==> config.mk <==
export PLATFORM = sky130hd
export DESIGN_NAME = reg_wb_sequencer_flat
export DESIGN_NICKNAME = d
export VERILOG_FILES = /design/src/rtl/reg_wb_sequencer_pkg.sv /design/src/rtl/reg_wb_sequencer_if.sv /design/src/rtl/reg_wb_sequencer_wb_fifo.sv /design/src/rtl/reg_wb_sequencer.sv /design/src/flat_wrapper.sv
export SDC_FILE = /design/constraint.sdc
export NUM_CORES = 1
export LEC_CHECK = 0
export CAP_MARGIN = 20
export CORE_MARGIN = 5
export CORE_UTILIZATION = 38
export CTS_CLUSTER_SIZE = 30
export DETAILED_ROUTE_END_ITERATION = 8
export GPL_TIMING_DRIVEN = 0
export PLACE_DENSITY_LB_ADDON = 0.15
export SLEW_MARGIN = 30
export SYNTH_ARGS = -nofsm -noshare
export SYNTH_HDL_FRONTEND = slang
export SYNTH_HIERARCHICAL = 1
export SYNTH_SLANG_ARGS = --single-unit
==> constraint.sdc <==
create_clock -name clk -period 11.19 [get_ports clk]
set_input_delay 1.119 -clock clk [delete_from_list [all_inputs] [get_ports clk]]
set_output_delay 1.119 -clock clk [all_outputs]
set_load 0.02 [all_outputs]
==> src/rtl/reg_wb_sequencer_pkg.sv <==
`default_nettype none
// ============================================================================
// Module      : reg_wb_sequencer_pkg
// Description : Shared definitions for the register-file writeback sequencer:
//               register index constants, FSM state encoding and the
//               buffered writeback entry.
// Contents    : WB_DATA_W / WB_IDX_W - widths of a buffered entry
//               REG_ZERO, REG_SP, MAX_IDX - register file landmarks
//               ST_* - sequencer state encoding (ST_W bits)
//               wb_entry_t - {dest, data}
//               idx_writable() - true for indices that reach storage
// Revision    : 1.0 - initial release
// ============================================================================
package reg_wb_sequencer_pkg;

  localparam int WB_DATA_W = 32;
  localparam int WB_IDX_W  = 5;

  localparam logic [WB_IDX_W-1:0] REG_ZERO = 5'd0;
  localparam logic [WB_IDX_W-1:0] REG_SP   = 5'd17;
  localparam int                  MAX_IDX  = 17;

  localparam int            ST_W      = 2;
  localparam logic [ST_W-1:0] ST_IDLE   = 2'd0;
  localparam logic [ST_W-1:0] ST_SETUP  = 2'd1;
  localparam logic [ST_W-1:0] ST_STROBE = 2'd2;
  localparam logic [ST_W-1:0] ST_HOLD   = 2'd3;

  typedef struct packed {
    logic [WB_IDX_W-1:0]  dest;
    logic [WB_DATA_W-1:0] data;
  } wb_entry_t;

  // r0 is hard-wired zero and anything past max_idx has no storage behind it.
  function automatic logic idx_writable(input logic [WB_IDX_W-1:0] idx,
                                        input int                  max_idx);
    return (idx != REG_ZERO) && (int'(idx) <= max_idx);
  endfunction

endpackage
`default_nettype wire

==> src/rtl/reg_wb_sequencer_if.sv <==
`default_nettype none
// ============================================================================
// Module      : reg_wb_sequencer_if
// Description : Bundle of the writeback request channels, the register-file
//               write port and the status outputs of the sequencer.
// Ports       : alu_* / mem_*  - two valid/ready writeback request channels
//               reg_dest_out, data_out, reg_wen_out - register file write port
//               pend_sel_in / pend_hit_out - pending-write query
//               drop_cnt_out, idle_out - status
//               modport slave  : the sequencer side
//               modport master : the requester / register-file side
// Revision    : 1.0 - initial release
// ============================================================================
interface reg_wb_sequencer_if
  import reg_wb_sequencer_pkg::*;
#(
  parameter int DATA_W = WB_DATA_W,
  parameter int IDX_W  = WB_IDX_W
);
  logic              alu_valid_in;
  logic              alu_ready_out;
  logic [IDX_W-1:0]  alu_dest_in;
  logic [DATA_W-1:0] alu_data_in;
  logic              mem_valid_in;
  logic              mem_ready_out;
  logic [IDX_W-1:0]  mem_dest_in;
  logic [DATA_W-1:0] mem_data_in;
  logic [IDX_W-1:0]  reg_dest_out;
  logic [DATA_W-1:0] data_out;
  logic              reg_wen_out;
  logic [IDX_W-1:0]  pend_sel_in;
  logic              pend_hit_out;
  logic [7:0]        drop_cnt_out;
  logic              idle_out;

  modport slave (
    input  alu_valid_in, alu_dest_in, alu_data_in,
    input  mem_valid_in, mem_dest_in, mem_data_in,
    input  pend_sel_in,
    output alu_ready_out, mem_ready_out,
    output reg_dest_out, data_out, reg_wen_out,
    output pend_hit_out, drop_cnt_out, idle_out
  );

  modport master (
    output alu_valid_in, alu_dest_in, alu_data_in,
    output mem_valid_in, mem_dest_in, mem_data_in,
    output pend_sel_in,
    input  alu_ready_out, mem_ready_out,
    input  reg_dest_out, data_out, reg_wen_out,
    input  pend_hit_out, drop_cnt_out, idle_out
  );
endinterface
`default_nettype wire

==> src/rtl/reg_wb_sequencer_wb_fifo.sv <==
`default_nettype none
// ============================================================================
// Module      : wb_fifo
// Description : Synchronous in-order FIFO of writeback entries with async
//               reset. Besides the head it exposes, per storage slot, whether
//               the slot holds a live entry and its destination index, so the
//               owner can search all queued destinations in parallel.
// Ports       : clk, rst          - clock, async active-high reset
//               push, push_entry  - enqueue (caller guarantees !full)
//               pop, head         - dequeue / current head (valid if !empty)
//               full, empty, count
//               ent_valid[DEPTH]  - slot holds a queued entry
//               ent_dest          - flattened slot destination indices
// Revision    : 1.0 - initial release
// ============================================================================
module wb_fifo
  import reg_wb_sequencer_pkg::*;
#(
  parameter int DEPTH = 4
) (
  input  wire                         clk,
  input  wire                         rst,
  input  wire                         push,
  input  wb_entry_t                   push_entry,
  input  wire                         pop,
  output wb_entry_t                   head,
  output logic                        full,
  output logic                        empty,
  output logic [$clog2(DEPTH):0]      count,
  output logic [DEPTH-1:0]            ent_valid,
  output logic [DEPTH*WB_IDX_W-1:0]   ent_dest
);

  localparam int PTR_W = $clog2(DEPTH);
  localparam logic [PTR_W:0] C_PTR_ONE = 1;
  localparam logic [PTR_W:0] C_DEPTH   = DEPTH[PTR_W:0];

  // One extra pointer bit separates the full and empty cases.
  logic [PTR_W:0] r_wr_ptr;
  logic [PTR_W:0] r_rd_ptr;
  wb_entry_t      r_mem [DEPTH];

  always_ff @(posedge clk or posedge rst) begin
    if (rst) begin
      r_wr_ptr <= '0;
      r_rd_ptr <= '0;
    end else begin
      if (push) r_wr_ptr <= r_wr_ptr + C_PTR_ONE;
      if (pop)  r_rd_ptr <= r_rd_ptr + C_PTR_ONE;
    end
  end

  // Payload storage needs no reset: occupancy is tracked by the pointers.
  always_ff @(posedge clk) begin
    if (push) r_mem[r_wr_ptr[PTR_W-1:0]] <= push_entry;
  end

  assign head  = r_mem[r_rd_ptr[PTR_W-1:0]];
  assign count = r_wr_ptr - r_rd_ptr;
  assign empty = (r_wr_ptr == r_rd_ptr);
  assign full  = (count == C_DEPTH);

  // A slot is live when its distance from the read pointer is below count.
  for (genvar i = 0; i < DEPTH; i++) begin : g_slot
    logic [PTR_W-1:0] w_ofs;
    assign w_ofs        = PTR_W'(i) - r_rd_ptr[PTR_W-1:0];
    assign ent_valid[i] = ({1'b0, w_ofs} < count);
    assign ent_dest[i*WB_IDX_W +: WB_IDX_W] = r_mem[i].dest;
  end

endmodule
`default_nettype wire

==> src/rtl/reg_wb_sequencer.sv <==
`default_nettype none
// ============================================================================
// Module      : reg_wb_sequencer
// Description : Write-side front end of the 18-entry register file. Arbitrates
//               ALU (priority) and load-path writeback requests into a FIFO,
//               then replays each entry on the single write port as
//               SETUP -> STROBE -> HOLD so dest/data are stable around a
//               one-cycle registered enable.
// Ports       : clk  - system clock, rising edge
//               rst  - asynchronous active-high reset
//               bus  - reg_wb_sequencer_if.slave (request channels, write
//                      port, pending-write query, drop count, idle)
// Revision    : 1.0 - initial release
// ============================================================================
module reg_wb_sequencer
  import reg_wb_sequencer_pkg::*;
#(
  parameter int DEPTH   = 4,
  parameter int MAX_IDX = reg_wb_sequencer_pkg::MAX_IDX,
  // Must match the package entry widths; the FIFO stores wb_entry_t.
  parameter int DATA_W  = WB_DATA_W,
  parameter int IDX_W   = WB_IDX_W
) (
  input wire                  clk,
  input wire                  rst,
  reg_wb_sequencer_if.slave   bus
);

  logic [ST_W-1:0]            r_state;
  logic [ST_W-1:0]            w_state_nxt;

  logic                       w_full;
  logic                       w_empty;
  logic [$clog2(DEPTH):0]     w_count;
  logic [DEPTH-1:0]           w_ent_valid;
  logic [DEPTH*WB_IDX_W-1:0]  w_ent_dest;
  wb_entry_t                  w_head;
  wb_entry_t                  w_push_entry;

  logic                       w_alu_take;
  logic                       w_mem_take;
  logic                       w_take;
  logic                       w_push;
  logic                       w_drop;
  logic                       w_pop;
  logic                       w_wen_nxt;
  logic [IDX_W-1:0]           w_req_dest;
  logic [DATA_W-1:0]          w_req_data;

  logic [IDX_W-1:0]           r_dest;
  logic [DATA_W-1:0]          r_data;
  logic                       r_wen;
  logic [7:0]                 r_drop_cnt;

  logic                       w_q_hit;
  logic                       w_fly_hit;

  // ---------------------------------------------------------------- arbitration
  // Full comes from the registered count, so a same-cycle pop never frees a
  // slot early. ALU wins; the load path only sees ready when ALU is quiet.
  assign bus.alu_ready_out = !w_full;
  assign bus.mem_ready_out = !w_full && !bus.alu_valid_in;

  assign w_alu_take = bus.alu_valid_in && !w_full;
  assign w_mem_take = bus.mem_valid_in && !w_full && !bus.alu_valid_in;
  assign w_take     = w_alu_take || w_mem_take;
  assign w_req_dest = w_alu_take ? bus.alu_dest_in : bus.mem_dest_in;
  assign w_req_data = w_alu_take ? bus.alu_data_in : bus.mem_data_in;

  // Accepted requests to r0 or out-of-range indices are swallowed and counted.
  assign w_push       = w_take && idx_writable(w_req_dest, MAX_IDX);
  assign w_drop       = w_take && !w_push;
  assign w_push_entry = '{dest: w_req_dest, data: w_req_data};

  always_ff @(posedge clk or posedge rst) begin
    if (rst) begin
      r_drop_cnt <= '0;
    end else if (w_drop && (r_drop_cnt != 8'hFF)) begin
      r_drop_cnt <= r_drop_cnt + 8'd1;
    end
  end

  // ----------------------------------------------------------------------- FIFO
  wb_fifo #(.DEPTH(DEPTH)) u_fifo (
    .clk        (clk),
    .rst        (rst),
    .push       (w_push),
    .push_entry (w_push_entry),
    .pop        (w_pop),
    .head       (w_head),
    .full       (w_full),
    .empty      (w_empty),
    .count      (w_count),
    .ent_valid  (w_ent_valid),
    .ent_dest   (w_ent_dest)
  );

  // ------------------------------------------------------------------------ FSM
  always_ff @(posedge clk or posedge rst) begin
    if (rst) r_state <= ST_IDLE;
    else     r_state <= w_state_nxt;
  end

  always_comb begin
    w_state_nxt = r_state;
    case (r_state)
      ST_IDLE:   if (!w_empty) w_state_nxt = ST_SETUP;
      ST_SETUP:  w_state_nxt = ST_STROBE;
      ST_STROBE: w_state_nxt = ST_HOLD;
      ST_HOLD:   w_state_nxt = w_empty ? ST_IDLE : ST_SETUP;
      default:   w_state_nxt = ST_IDLE;
    endcase
  end

  // Pop happens on the transition into SETUP; the enable is pre-decoded from
  // SETUP so the flop output is high exactly while the state is STROBE.
  always_comb begin
    w_pop     = 1'b0;
    w_wen_nxt = 1'b0;
    case (r_state)
      ST_IDLE, ST_HOLD: w_pop     = !w_empty;
      ST_SETUP:         w_wen_nxt = 1'b1;
      default:          ;
    endcase
  end

  always_ff @(posedge clk or posedge rst) begin
    if (rst) begin
      r_wen  <= 1'b0;
      r_dest <= '0;
      r_data <= '0;
    end else begin
      r_wen <= w_wen_nxt;
      if (w_pop) begin
        r_dest <= w_head.dest;
        r_data <= w_head.data;
      end
    end
  end

  assign bus.reg_wen_out  = r_wen;
  assign bus.reg_dest_out = r_dest;
  assign bus.data_out     = r_data;
  assign bus.drop_cnt_out = r_drop_cnt;
  assign bus.idle_out     = (r_state == ST_IDLE) && (w_count == '0);

  // -------------------------------------------------------------- pending query
  // A write stays pending while queued or being set up / strobed; once in
  // HOLD the storage has captured it.
  always_comb begin
    w_q_hit = 1'b0;
    for (int i = 0; i < DEPTH; i++) begin
      if (w_ent_valid[i] && (w_ent_dest[i*WB_IDX_W +: WB_IDX_W] == bus.pend_sel_in))
        w_q_hit = 1'b1;
    end
  end

  assign w_fly_hit = ((r_state == ST_SETUP) || (r_state == ST_STROBE)) &&
                     (r_dest == bus.pend_sel_in);
  assign bus.pend_hit_out = (bus.pend_sel_in != '0) && (w_q_hit || w_fly_hit);

endmodule
`default_nettype wire

==> src/flat_wrapper.sv <==
// flat-port wrapper written by rule: the top's interface ports become plain ports
module reg_wb_sequencer_flat import reg_wb_sequencer_pkg::*;
#(
  parameter int DEPTH   = 4,
  parameter int MAX_IDX = reg_wb_sequencer_pkg::MAX_IDX,
                                                                     
  parameter int DATA_W  = WB_DATA_W,
  parameter int IDX_W   = WB_IDX_W
)
  (clk, rst, bus_alu_valid_in, bus_alu_dest_in, bus_alu_data_in, bus_mem_valid_in, bus_mem_dest_in, bus_mem_data_in, bus_pend_sel_in, bus_alu_ready_out, bus_mem_ready_out, bus_reg_dest_out, bus_data_out, bus_reg_wen_out, bus_pend_hit_out, bus_drop_cnt_out, bus_idle_out);
  reg_wb_sequencer_if #(.DATA_W(DATA_W), .IDX_W(IDX_W)) bus_i ();
  input wire clk;
  input wire rst;
  input wire logic [$bits(bus_i.alu_valid_in)-1:0] bus_alu_valid_in;
  input wire logic [$bits(bus_i.alu_dest_in)-1:0] bus_alu_dest_in;
  input wire logic [$bits(bus_i.alu_data_in)-1:0] bus_alu_data_in;
  input wire logic [$bits(bus_i.mem_valid_in)-1:0] bus_mem_valid_in;
  input wire logic [$bits(bus_i.mem_dest_in)-1:0] bus_mem_dest_in;
  input wire logic [$bits(bus_i.mem_data_in)-1:0] bus_mem_data_in;
  input wire logic [$bits(bus_i.pend_sel_in)-1:0] bus_pend_sel_in;
  output wire logic [$bits(bus_i.alu_ready_out)-1:0] bus_alu_ready_out;
  output wire logic [$bits(bus_i.mem_ready_out)-1:0] bus_mem_ready_out;
  output wire logic [$bits(bus_i.reg_dest_out)-1:0] bus_reg_dest_out;
  output wire logic [$bits(bus_i.data_out)-1:0] bus_data_out;
  output wire logic [$bits(bus_i.reg_wen_out)-1:0] bus_reg_wen_out;
  output wire logic [$bits(bus_i.pend_hit_out)-1:0] bus_pend_hit_out;
  output wire logic [$bits(bus_i.drop_cnt_out)-1:0] bus_drop_cnt_out;
  output wire logic [$bits(bus_i.idle_out)-1:0] bus_idle_out;
  assign bus_i.alu_valid_in = bus_alu_valid_in;
  assign bus_i.alu_dest_in = bus_alu_dest_in;
  assign bus_i.alu_data_in = bus_alu_data_in;
  assign bus_i.mem_valid_in = bus_mem_valid_in;
  assign bus_i.mem_dest_in = bus_mem_dest_in;
  assign bus_i.mem_data_in = bus_mem_data_in;
  assign bus_i.pend_sel_in = bus_pend_sel_in;
  assign bus_alu_ready_out = bus_i.alu_ready_out;
  assign bus_mem_ready_out = bus_i.mem_ready_out;
  assign bus_reg_dest_out = bus_i.reg_dest_out;
  assign bus_data_out = bus_i.data_out;
  assign bus_reg_wen_out = bus_i.reg_wen_out;
  assign bus_pend_hit_out = bus_i.pend_hit_out;
  assign bus_drop_cnt_out = bus_i.drop_cnt_out;
  assign bus_idle_out = bus_i.idle_out;
  reg_wb_sequencer #(.DEPTH(DEPTH), .MAX_IDX(MAX_IDX), .DATA_W(DATA_W), .IDX_W(IDX_W)) u_core (.clk(clk), .rst(rst), .bus(bus_i));
endmodule
==> run metrics <==
number of diodes=0; pins over their slew limit=0; Detailed Routing Iterations Pass 1=4; routed via count divided by cell count=4.805; root cell of the clock tree=sky130_fd_sc_hd__clkbuf_16; critical path fanouts, max=37; initial drt markers=195; number of cells traversed by the worst hold path=1; CTS clk-pin slew, worst paths=0.06 ns; sequential fraction of the synthesis area=65.49%; relative slew slack=around 45%; share of the clock period used by the worst path=between 40% and 50%; setup repair after global routing missed its margin=false; crit path launch type=register; kind of capture point of the worst setup path=register; final weighted congestion of routability-driven global placement=about 0.83; Synth async-reset ratio=26.73%; layout overhead on the synthesized area=28.26%; number of input and output port buffers inserted=127; area fraction of the dominant cell type after synthesis=50.22%; cell-by-cell trace of the critical path=buf_2 > buf_2 > inv_1 > fa_1 > xor3_1 > nor3_1 > nand2b_4 > buf_6 > mux2i_1 > o21ai_0 > a21oi_1 > and2_4; net count after synthesis=605; routed wire length=18670 um; number of endpoints failing setup at the final stage=0; deepest clock path buffer count=3; overall die width=162.6 um; vias after detailed routing=4747; number of buffers created by CTS=23; post-CTS setup buffer count=0; leading cell type by number of instances after synthesis=sky130_fd_sc_hd__edfxtp_1; Post-DRT Antenna Nets=0; Data arrival, critical path=5.43 ns; CP Data Required Time=11.32 ns; number of primary I/O pins=133; Worst Clk Skew=0.01951 ns; count of distinct cell types in the synthesized netlist=37; final global-route overflow total=0; number of max-capacitance violations reported=0; cell family with the largest share of critical-path delay=simple AND/OR/NAND/NOR gates; main area contributors after synthesis=sky130_fd_sc_hd__edfxtp_1 50%, sky130_fd_sc_hd__dfrtp_1 15%, sky130_fd_sc_hd__mux2_2 9.4%, sky130_fd_sc_hd__mux4_2 9.4%, sky130_fd_sc_hd__xor2_1 2.8%; final hold violation count=0; Sink Count=202; sum of buffers and inverters on the critical path=4; initial antenna violation count=0; critical path's most frequent cell=sky130_fd_sc_hd__buf_2; clock tree from TritonCTS=done; critical path's slowest cell=sky130_fd_sc_hd__and2_4; count of hold buffers inserted by post-cts repair=0; status=finished, final reports clean; floorplan core area=22780 um^2; leakage power=4.113 nW; area leader, netlist=sky130_fd_sc_hd__edfxtp_1; Post-Syn Area=around 9000 um^2; Starting Density=38.85%; warnings from Yosys=6; largest net degree at the start of global routing=38; number of instances in the synthesized netlist=503; count of state elements after synthesis=202; Setup Crit Path Kind=reg -> reg; Final TNS setup=0 ns; count of instances resized after the clock tree is built=0; critical path depth=12; final core utilization=49.83%; count of H-tree levels built during CTS=1; power density over the cells=305.2 nW/um^2; vertical extent of the die=162.6 um; proportion of layout cells with a drive suffix above 1=28.74%; number of enable flip-flop cells after synthesis=roughly 150; slew at the pin closest to its max-slew limit=0.8255 ns; minimum period implied by the final worst setup slack=around 5.3 ns; first-pass GRT wire length=roughly 29000 um; worst supply voltage drop on vdd=0.1535 mV; dominant register cell in the synthesized netlist=sky130_fd_sc_hd__edfxtp_1; insertion delay of the later-clocked pin in the worst-skew pair=0.51 ns; HPWL Detailed=12720 um; type of the most critical hold path=reg -> reg; biggest cell delay along the critical path=~0.69 ns; count of standard-cell rows=between 50 and 60; post-route DRC violation count=0; highest clock rate=0.1889 GHz; routed len/inst=between 15 and 20 um; number of cells on the worst reg-to-reg path=12; vias in the first global route=5201; overall power=about 0.0035 W; post-synthesis average cell area=17.59 um^2; Die ar.=26440 um^2; top cells by instance count after synthesis=148 x sky130_fd_sc_hd__edfxtp_1, 74 x sky130_fd_sc_hd__mux2_2, 54 x sky130_fd_sc_hd__dfrtp_1; net total in the final layout=between 700 and 800; overall track demand over capacity in global routing=about 14%
[power breakdown]
group	switching (W)	internal [W]	total (W)	leakage, nW
Combinational	0.000762	0.000747	0.00151	1.75
Sequential	0.000112	0.00112	0.00123	1.98
Clock	0.000289	0.000434	0.000724	0.379
[cells by family after synthesis]
logic type | count (synthesis) | share of synthesized area (%)
fa+ha+maj | 19 | 2.771
flops | 202 | 65.49
simple gates | 51 | 3.379
compound gates | 20 | 1.371
buf+inv | 59 | 3.732
mux | 115 | 19.43
xor+xnor | 37 | 3.832
[cells in the final DEF (no fill, tap or decap), drive strengths merged]
cell,count
and3,1
clkdlybuf4s50,127
xor3,1
edfxtp,148
mux2,74
nand2,9
or3,1
a211oi,1
inv,19
a21oi,5
mux2i,4
a31oi,2
nand2b,1
or4,1
clkbuf,42
nor4b,1
mux4,37
fa,1
dfrtp,54
nor2b,3
buf,33
ha,18
o21ai,12
xnor2,8
nor3,4
nor2,12
and2,4
xor2,28
clkinv,9
nand3,7
bufinv,1
nor4,7
[flip-flops by register name, summed over array words and instances, names as in the netlist]
signal                   flops
u_core/bus.drop_cnt_out      8
u_core/r_state               2
u_core/u_fifo/r_mem        148
u_core/bus.reg_dest_out      5
u_core/bus.reg_wen_out       1
u_core/u_fifo/r_wr_ptr       3
u_core/bus.data_out         32
u_core/u_fifo/r_rd_ptr       3
[worst paths after layout]
path | endpoint | slack [ns] | start
min in group asynchronous | u_core/u_fifo/r_rd_ptr[0] | 0.96 | rst
min | u_core/bus.drop_cnt_out[5] | 0.50 | u_core/bus.drop_cnt_out[5]
max in group asynchronous | u_core/bus.data_out[3] | 9.73 | rst
max reg2reg | u_core/u_fifo/r_mem[2][2] | 5.90 | u_core/u_fifo/r_rd_ptr[1]
max | u_core/u_fifo/r_mem[2][2] | 5.90 | u_core/u_fifo/r_rd_ptr[1]
min reg2reg | u_core/bus.drop_cnt_out[5] | 0.50 | u_core/bus.drop_cnt_out[5]
[routing by layer]
metal,vias up,GRT usage (%),wire length [um]
met5,-,0,0
met4,0,4.003,450
met3,23,2.936,753
met2,99,23.27,9178
met1,2420,19.20,8285
li1,2205,-,-
[through the flow]
step / worst slack [ns] / hold slack, ns / instances / area (um^2)
finish: 5.895 / 0.5049 / 988 / 11350
detailed placement: 5.766 / 0.4900 / 947 / 10610
global placement: 4.744 / 0.4920 / 943 / 10510
floorplan: 6.723 / 0.4900 / 503 / 8850
global route: 5.587 / 0.5204 / 988 / 11350
CTS: 5.739 / 0.5065 / 988 / 11350
[final cells by class]
class	count	area, um^2
fillers	1964	11430
inverters	18	70.07
clock inverters	11	93.84
plain buffers	41	262.8
clock buffers	30	651.9
well taps	313	391.6
repair buffers	131	1351
multi-input cells	242	2734
flip-flops and latches	202	5796
(Power assumes the default switching activity.)
